File: config.mk
export PLATFORM = sky130hd
export DESIGN_NAME = pwm_capture
export DESIGN_NICKNAME = d
export VERILOG_FILES = /design/src/rtl/pwm_pkg.sv /design/src/rtl/pwm_duty_div.sv /design/src/rtl/pwm_capture.sv
export SDC_FILE = /design/constraint.sdc
export NUM_CORES = 1
export LEC_CHECK = 0
export CORE_MARGIN = 2
export CORE_UTILIZATION = 34
export DETAILED_ROUTE_END_ITERATION = 16
export SYNTH_ARGS = -nofsm -noshare
export SYNTH_HDL_FRONTEND = slang
export SYNTH_SLANG_ARGS = --single-unit
File: constraint.sdc
create_clock -name clk -period 8.1 [get_ports clk]
set_clock_uncertainty 0.2 [all_clocks]
set_input_delay 1.215 -clock clk [delete_from_list [all_inputs] [get_ports clk]]
set_output_delay 1.215 -clock clk [all_outputs]
set_load 0.01 [all_outputs]
File: src/rtl/pwm_pkg.sv
// pwm_pkg: shared types and constants for the PWM capture block.
//   state_t   - capture FSM states (IDLE: no reference edge yet,
//               HIGH: inside the high phase, LOW: inside the low phase)
//   PCT_SCALE - duty is reported in percent
//   DUTY_W    - width of the duty result (0..100 fits in 7 bits)
package pwm_pkg;

  typedef enum logic [1:0] {
    IDLE,
    HIGH,
    LOW
  } state_t;

  localparam int PCT_SCALE = 100;
  localparam int DUTY_W    = 7;

endpackage

File: src/rtl/pwm_duty_div.sv
// pwm_duty_div: restoring divider, one quotient bit per cycle.
// Only built when PWM_CAPTURE_DUTY_EN is defined.
//   clk, rst_n : clock, async active-low reset
//   start      : load dividend/divisor; ignored while busy
//   abort      : drop the running division, no done pulse
//   dividend   : CNT_W+DUTY_W bit numerator
//   divisor    : CNT_W bit denominator, must be non-zero
//   busy       : division in progress
//   done       : high during the final step; quotient is valid that cycle
//   quotient   : low DUTY_W bits of the result (the ratio never exceeds 100)
module pwm_duty_div
  import pwm_pkg::*;
#(
  parameter int CNT_W = 32
) (
  input  logic                    clk,
  input  logic                    rst_n,
  input  logic                    start,
  input  logic                    abort,
  input  logic [CNT_W+DUTY_W-1:0] dividend,
  input  logic [CNT_W-1:0]        divisor,
  output logic                    busy,
  output logic                    done,
  output logic [DUTY_W-1:0]       quotient
);

  localparam int DVD_W  = CNT_W + DUTY_W;
  localparam int STEP_W = $clog2(DVD_W);
  localparam logic [STEP_W-1:0] LAST_STEP = STEP_W'(DVD_W - 1);

  logic [DVD_W-1:0]  dvd_q, dvd_next;
  logic [CNT_W-1:0]  rem_q, rem_next, dsr_q;
  logic [STEP_W-1:0] step_q;
  logic [CNT_W:0]    trial;
  logic              fits;

  // The dividend register doubles as the quotient register: each step shifts
  // one dividend bit into the remainder and one quotient bit in at the LSB.
  // NOTE: every signal here is assigned on every path, so no latch is inferred.
  always_comb begin
    trial    = {rem_q, dvd_q[DVD_W-1]};
    fits     = (trial >= {1'b0, dsr_q});
    rem_next = fits ? CNT_W'(trial - {1'b0, dsr_q}) : trial[CNT_W-1:0];
    dvd_next = {dvd_q[DVD_W-2:0], fits};
  end

  assign done     = busy & (step_q == LAST_STEP) & ~abort;
  assign quotient = dvd_next[DUTY_W-1:0];

  // NOTE: datapath registers are reset as well; it is cheap and keeps X out of the quotient.
  always_ff @(posedge clk or negedge rst_n) begin
    if (!rst_n) begin
      busy   <= 1'b0;
      dvd_q  <= '0;
      rem_q  <= '0;
      dsr_q  <= '0;
      step_q <= '0;
    end else if (abort) begin
      busy <= 1'b0;
    end else if (start && !busy) begin
      busy   <= 1'b1;
      dvd_q  <= dividend;
      rem_q  <= '0;
      dsr_q  <= divisor;
      step_q <= '0;
    end else if (busy) begin
      dvd_q  <= dvd_next;
      rem_q  <= rem_next;
      step_q <= step_q + STEP_W'(1);
      if (step_q == LAST_STEP) busy <= 1'b0;
    end
  end

endmodule

File: src/rtl/pwm_capture.sv
// pwm_capture: measures high time and period of an asynchronous PWM input,
// in clk cycles, and reports a stuck line after TIMEOUT cycles without edges.
// Optional duty-percent output is built when PWM_CAPTURE_DUTY_EN is defined.
//   clk, rst_n  : clock, async active-low reset
//   pwm_in      : asynchronous PWM input
//   high_time   : last measured high time (0 on a stuck report)
//   period      : last measured period (0 on a stuck report)
//   meas_valid  : one-cycle strobe when high_time/period/stuck update
//   stuck       : no edges for TIMEOUT cycles; level is on pwm_level
//   pwm_level   : synchronised pwm_in
//   duty_pct    : high_time*100/period, or 0/100 on a stuck line
//   duty_valid  : one-cycle strobe when duty_pct updates
module pwm_capture
  import pwm_pkg::*;
#(
  parameter int CNT_W       = 32,
  parameter int TIMEOUT     = 1000,
  parameter int SYNC_STAGES = 2
) (
  input  logic              clk,
  input  logic              rst_n,
  input  logic              pwm_in,
  output logic [CNT_W-1:0]  high_time,
  output logic [CNT_W-1:0]  period,
  output logic              meas_valid,
  output logic              stuck,
  output logic              pwm_level,
  output logic [DUTY_W-1:0] duty_pct,
  output logic              duty_valid
);

  localparam logic [CNT_W-1:0] ONE     = CNT_W'(1);
  localparam logic [CNT_W-1:0] TO_LAST = CNT_W'(TIMEOUT - 1);

  logic [SYNC_STAGES-1:0] sync_q;
  logic                   prev_q;
  logic                   level, rise, fall, timeout;
  state_t                 state;
  logic [CNT_W-1:0]       hcnt, pcnt;

  // NOTE: sequential state uses non-blocking assignments so every flop samples pre-edge values.
  always_ff @(posedge clk or negedge rst_n) begin
    if (!rst_n) begin
      sync_q <= '0;
      prev_q <= 1'b0;
    end else begin
      sync_q <= {sync_q[SYNC_STAGES-2:0], pwm_in};
      prev_q <= level;
    end
  end

  assign level     = sync_q[SYNC_STAGES-1];
  assign pwm_level = level;
  assign rise      = level & ~prev_q;
  assign fall      = ~level & prev_q;
  // pcnt has already counted TIMEOUT-1 cycles; this cycle would be the TIMEOUT-th.
  assign timeout   = (pcnt == TO_LAST);

  always_ff @(posedge clk or negedge rst_n) begin
    if (!rst_n) begin
      state      <= IDLE;
      hcnt       <= '0;
      pcnt       <= '0;
      high_time  <= '0;
      period     <= '0;
      stuck      <= 1'b0;
      meas_valid <= 1'b0;
    end else begin
      meas_valid <= 1'b0;
      unique case (state)
        IDLE: begin
          if (rise) begin
            hcnt  <= ONE;
            pcnt  <= ONE;
            state <= HIGH;
          end else if (timeout) begin
            high_time  <= '0;
            period     <= '0;
            stuck      <= 1'b1;
            meas_valid <= 1'b1;
            pcnt       <= '0;
          end else begin
            pcnt <= pcnt + ONE;
          end
        end
        HIGH: begin
          // Timeout is checked before the fall so pcnt can never pass TIMEOUT-1.
          if (timeout) begin
            high_time  <= '0;
            period     <= '0;
            stuck      <= 1'b1;
            meas_valid <= 1'b1;
            hcnt       <= '0;
            pcnt       <= '0;
            state      <= IDLE;
          end else if (fall) begin
            pcnt  <= pcnt + ONE;
            state <= LOW;
          end else begin
            hcnt <= hcnt + ONE;
            pcnt <= pcnt + ONE;
          end
        end
        LOW: begin
          if (rise) begin
            high_time  <= hcnt;
            period     <= pcnt;
            stuck      <= 1'b0;
            meas_valid <= 1'b1;
            hcnt       <= ONE;
            pcnt       <= ONE;
            state      <= HIGH;
          end else if (timeout) begin
            high_time  <= '0;
            period     <= '0;
            stuck      <= 1'b1;
            meas_valid <= 1'b1;
            hcnt       <= '0;
            pcnt       <= '0;
            state      <= IDLE;
          end else begin
            pcnt <= pcnt + ONE;
          end
        end
        default: state <= IDLE;
      endcase
    end
  end

`ifdef PWM_CAPTURE_DUTY_EN
  logic                    div_start, div_abort, div_busy, div_done;
  logic [CNT_W+DUTY_W-1:0] div_dividend;
  logic [DUTY_W-1:0]       div_quot;

  assign div_start    = meas_valid & ~stuck & ~div_busy;
  assign div_abort    = meas_valid & stuck;
  assign div_dividend = (CNT_W+DUTY_W)'(high_time) * (CNT_W+DUTY_W)'(PCT_SCALE);

  pwm_duty_div #(
    .CNT_W (CNT_W)
  ) u_duty_div (
    .clk      (clk),
    .rst_n    (rst_n),
    .start    (div_start),
    .abort    (div_abort),
    .dividend (div_dividend),
    .divisor  (period),
    .busy     (div_busy),
    .done     (div_done),
    .quotient (div_quot)
  );

  // A stuck line has a trivially known duty; it also cancels any division.
  always_ff @(posedge clk or negedge rst_n) begin
    if (!rst_n) begin
      duty_pct   <= '0;
      duty_valid <= 1'b0;
    end else if (div_abort) begin
      duty_pct   <= pwm_level ? DUTY_W'(PCT_SCALE) : '0;
      duty_valid <= 1'b1;
    end else if (div_done) begin
      duty_pct   <= div_quot;
      duty_valid <= 1'b1;
    end else begin
      duty_valid <= 1'b0;
    end
  end
`else
  assign duty_pct   = '0;
  assign duty_valid = 1'b0;
`endif

endmodule

# Word-level counts from Yosys, hierarchy flattened
# Cells that the tools add are included.
op_classes:
  add_sub_neg: 2
  multipliers: 0
  div: 0
  order_cmp: 0
  n_eq_ne: 8
  shifts: 0
  muxes: 31
  bitwise: 4
  n_reduce_logical: 7
op_table:
  columns: ["op", "count"]
  rows:
  - ["32-bit 2-to-1 mux", 13]
  - ["32-bit case mux with 3 select lines", 3]
  - ["32-bit by 1-bit adder with 32-bit output (second input constant)", 2]
  - ["32-bit case mux with 2 select lines", 1]
  - ["32-bit by 10-bit == test with 1-bit output (second input constant)", 1]
  - ["2-bit 2-to-1 mux", 5]
  - ["3-bit inequality test (second input constant)", 3]
  - ["1-bit 2-to-1 mux", 6]
  - ["1-bit case mux with 3 select lines", 2]
  - ["2-bit case mux with 3 select lines", 1]
  - ["2-bit inequality test (second input constant)", 2]
  - ["4-bit AND reduction", 1]
  - ["3-bit AND reduction", 1]
  - ["3-bit nonzero test", 1]
  - ["1-bit AND", 2]
  - ["2-bit by 1-bit == test with 1-bit output (second input constant)", 1]
  - ["2-bit == test (second input constant)", 1]
  - ["2-bit logical NOT", 1]
  - ["1-bit NOT", 2]
  - ["2-bit AND reduction", 1]
  - ["2-bit nonzero test", 1]
  - ["2-bit OR reduction", 1]
word_totals:
  ff_bits: 135
  latchBits: 0
  mem_bits_rw: 0
  mem_bits_ro: 0
  wordCells: 61
  mem_count: 0

# Depth between registers and ports, before layout
logic_depth:
  depth_word: 5
  depth_mapped: 10

# Least setup slack after synthesis
# Ideal clock, no wire load.
synth_path:
  kind: "reg2reg"
  start: "register pcnt[10]"
  end: "register hcnt[3]"
  setup_ns: 0.124
  arrival_ns: 2.775
  required_time_ns: 7.776
  slack_ns: 5.001
  path_stages_with_launch: 9
  n_path_buf: 2
  period_less_slack_ns: 3.099
  cell_sequence: "dfrtp_1 -> or4_1 -> or4_4 -> or4_1 -> buf_2 -> and3_4 -> buf_6 -> and3_4 -> a211o_1"
synth_between:
  elab_chain_len: 3
  elab_cells_between_ends: 6
  cone_classes: "3 x eq/ne; 2 x mux; 1 x reduce/logical"
synth_rtl:
  columns: ["element", "line_no", "source"]
  rows:
  - ["start: declaration", "pwm_capture.sv:39", "logic [CNT_W-1:0] hcnt, pcnt;"]
  - ["start signal: assignment", "pwm_capture.sv:83", "pcnt <= pcnt + ONE;"]
  - ["start signal: assignment", "pwm_capture.sv:97", "pcnt <= pcnt + ONE;"]
  - ["start signal: assignment", "pwm_capture.sv:101", "pcnt <= pcnt + ONE;"]
  - ["32-bit by 10-bit == test with 1-bit output (*)", "pwm_capture.sv:57", "assign timeout = (pcnt == TO_LAST);"]
  - ["3-bit inequality test (no line) / 32-bit 2-to-1 mux (equally long branches)", null, null]
  - ["4-bit AND reduction (no line) / 32-bit case mux with 3 select lines (equally long branches)", null, null]
  - ["end signal: assignment", "pwm_capture.sv:100", "hcnt <= hcnt + ONE;"]
  - ["end: declaration", "pwm_capture.sv:39", null]
# Mark *: on every way between the ends. The rest lies on a longest branch, timed or not.
# A chain may end at the register's enable or synchronous reset.

# Final worst setup path
layout_path:
  start: "register pcnt[10]"
  end: "register hcnt[29]"
# The elaborated chain is that of the path after synthesis.

==> results_dict.tcl <==
set metrics [dict create \
    status "completed" \
    via_count 4595 \
    synth-xor-area-share 0.0599 \
    synthTopCellsByArea "dfrtp_1, a22o_1, xor2_1, nor2_1, nand3_1" \
    grt_pass1_wl_um 24300 \
    muxShareOfSynthArea 0.00346 \
    clock_sinks 135 \
    synth_edf_count 0 \
    finalSetupViolations 0 \
    endpoint "hcnt[29]$_DFFE_PN0P_" \
    drive_above_1_share 0.0755 \
    synth_top_family_by_area "simple AND/OR/NAND/NOR gates" \
    r2r_cells 6 \
    htreeDepth 4 \
    path_clk_slew_ns 0.06 \
    overflow 0 \
    fmax_mhz 263 \
    wire_per_inst_um 16.7 \
    fp-row-count 49 \
    cts_max_path_buffers 2 \
    first_iter_violations 317 \
    synthAdderAreaFrac 0.0159 \
    path_max_fanout 18 \
    synth-main-ff-cell "dfrtp_1" \
    grtUsageTotal 0.156 \
    grt_pass1_vias 4718 \
    synth_seq_cells 135 \
    max_slew_margin 0.280 \
    yosysTopAreaCellShare 0.550 \
    postCtsSetupBuffers 0 \
    place.gp.congestion 0.837 \
    cts_tree "built" \
    viasPerCell 5.31 \
    cts_resized 0 \
    nNetsFinal 633 \
    cap_viol_max_count 0 \
    worstPathArrival_ns 3.93 \
    r2r-start "pcnt[10]$_DFFE_PN0P_" \
    post-route-period-util 0.469 \
    crit_type "flop to flop" \
    yosys.area_share.simple 0.171 \
    fp.dieH_um 138 \
    worst_setup_path_start_kind "flop" \
    boundaryPins 78 \
    numPortBuffers 69 \
    ant_nets 0 \
    drcViolationCount 0 \
    ff_latch_area_mm2 0.00338 \
    leakage_nw 3.38 \
    ir_drop_mv 0.188 \
    utilization 0.429 \
    reg2reg_to "hcnt[29]$_DFFE_PN0P_" \
    ys_seq_area_frac 0.550 \
    die_area_mm2 0.0192 \
    cts-root-buf "clkbuf_16" \
    cts_made_buffers 17 \
    fin_crit_ns 3.80 \
    power_density_mw_per_mm2 252 \
    first_pass_iters 5 \
    grt_max_degree 85 \
    core_area_mm2 0.0178 \
    hold_buffers 0 \
    die_w_um 138 \
    cp.required_ns 8.23 \
    wl_um 14400 \
    initial_core_util 0.344 \
    hold_class "flop to flop" \
    setup-tns-final_ns 0 \
    avgSynthCellArea_um2 10.9 \
    clock_latency_ns 0.42 \
    antenna_cells 0 \
    critPathCaptureType "flop" \
    hold_violations 0 \
    worst_pin_slew_ns 1.08 \
    yosysUniqueCellTypes 53 \
    hpwl_um 9490 \
    multi_input_area_mm2 0.00257 \
    final-max-slew-violation-count 0 \
    fill_cells 1682 \
    antenna_found_initial 0 \
    rsz0062_at_grt "false" \
    yosysWarnings 0 \
    synth_top_cell_by_area "dfrtp_1" \
    async_flop_share 1.00 \
    r2r_slack_ns 4.30 \
    syn2layout_area_growth_pct 24.8 \
    syn_area_mm2 0.00614 \
    synth_compound_area_frac 0.160 \
    synthCells 565 \
    cp-startpoint "pcnt[10]$_DFFE_PN0P_" \
]
## stage by stage
stage               power (mW)  cells  cell area (um^2)  hold slack [ns]  worst slack, ns
global route              2.02    865              7660            0.159             4.09
floorplan                0.973    572              6170            0.131             5.00
detailed placement        1.08    833              7000            0.143             4.39
finish                    1.93    865              7660            0.152             4.30
CTS                       1.95    865              7660            0.157             4.34
global placement          1.07    833              7000            0.137             4.45
## kinds of logic after synthesis
group / count (synthesis)
AOI/OAI and AO/OA: 130
xor gates and xnor gates: 42
and+or+nand+nor: 197
other: 1
muxes: 2
adders and majority gates: 8
buffers and inverters: 50
DFF: 135
## critical path, cell delays in order (launching register included)
cell     delay (ns)
dfrtp_1        0.42
or4_1          0.53
or4_4          0.54
nor4b_4        0.80
nor2_1         0.47
or4_1          0.60
a21oi_1        0.15
## synthesized netlist by cell type (2+ instances only)
cell type / number
nand2_1: 32
inv_1: 7
o2111ai_1: 8
and3_1: 16
nor2b_1: 4
ha_1: 7
buf_2: 10
a22o_1: 64
o211ai_1: 5
o21a_1: 2
nor4_1: 4
nand2b_1: 4
nand4_1: 15
and2_1: 3
or3_1: 7
and4_1: 7
o21ai_0: 21
buf_4: 8
nand4b_1: 2
nand3_1: 26
o311ai_0: 3
clkbuf_1: 23
a21oi_1: 14
xnor2_1: 11
or4_1: 3
nor4b_1: 2
nor3_1: 6
dfrtp_1: 135
and3_4: 2
o31ai_1: 6
nor2_1: 56
xor2_1: 31
## layout by cell type (no fill, tap or decap), types with 5 or more instances in the layout
master	instances
a21oi_1	12
a22o_1	64
and3_1	16
and4_1	7
buf_4	7
bufinv_16	5
clkbuf_16	17
clkdlybuf4s50_1	68
conb_1	8
dfrtp_1	135
ha_1	7
inv_1	7
nand2_1	32
nand3_1	26
nand4_1	15
nor2_1	55
nor3_1	6
o2111ai_1	8
o211ai_1	5
o21ai_0	21
o31ai_1	6
or3_1	7
xnor2_1	11
xor2_1	31
## how the worst min path moves through the flow
stage | start | to | slack [ns] | cells past startpoint
finish | sync_q[0]$_DFF_PN0_ | sync_q[1]$_DFF_PN0_ | 0.15 | 0
global route | sync_q[0]$_DFF_PN0_ | sync_q[1]$_DFF_PN0_ | 0.16 | 0
CTS | sync_q[0]$_DFF_PN0_ | sync_q[1]$_DFF_PN0_ | 0.16 | 0
detailed placement | sync_q[0]$_DFF_PN0_ | sync_q[1]$_DFF_PN0_ | 0.14 | 0
global placement | sync_q[0]$_DFF_PN0_ | sync_q[1]$_DFF_PN0_ | 0.14 | 0
floorplan | sync_q[0]$_DFF_PN0_ | sync_q[1]$_DFF_PN0_ | 0.13 | 0
## layout make-up
type	instances	area share
well taps	229	0.0374
repair buffers	75	0.0957
flip-flops and latches	135	0.441
clock buffers	21	0.0614
clock inverters	11	0.0251
inverters	7	0.00343
multi-input cells	387	0.336
## report_power, final
part	internal, mW	switching [mW]	leakage [nW]
Combinational	0.112	0.212	1.19
Sequential	0.707	0.0371	1.87
Clock	0.572	0.288	0.320
## state kept, by name, indices dropped and copies added (netlist names)
signal      flops
period         32
meas_valid      1
sync_q          2
high_time      32
stuck           1
prev_q          1
hcnt           32
pcnt           32
state           2
## metal layers
metal / GRT usage / wire, um / vias up
li1: - / - / 2176
met1: 0.202 / 6640 / 2293
met2: 0.259 / 7150 / 114
met3: 0.0440 / 529 / 12
met4: 0.0414 / 114 / 0
met5: 0 / 0 / -
No activity file was read; power rests on OpenSTA's default activity.
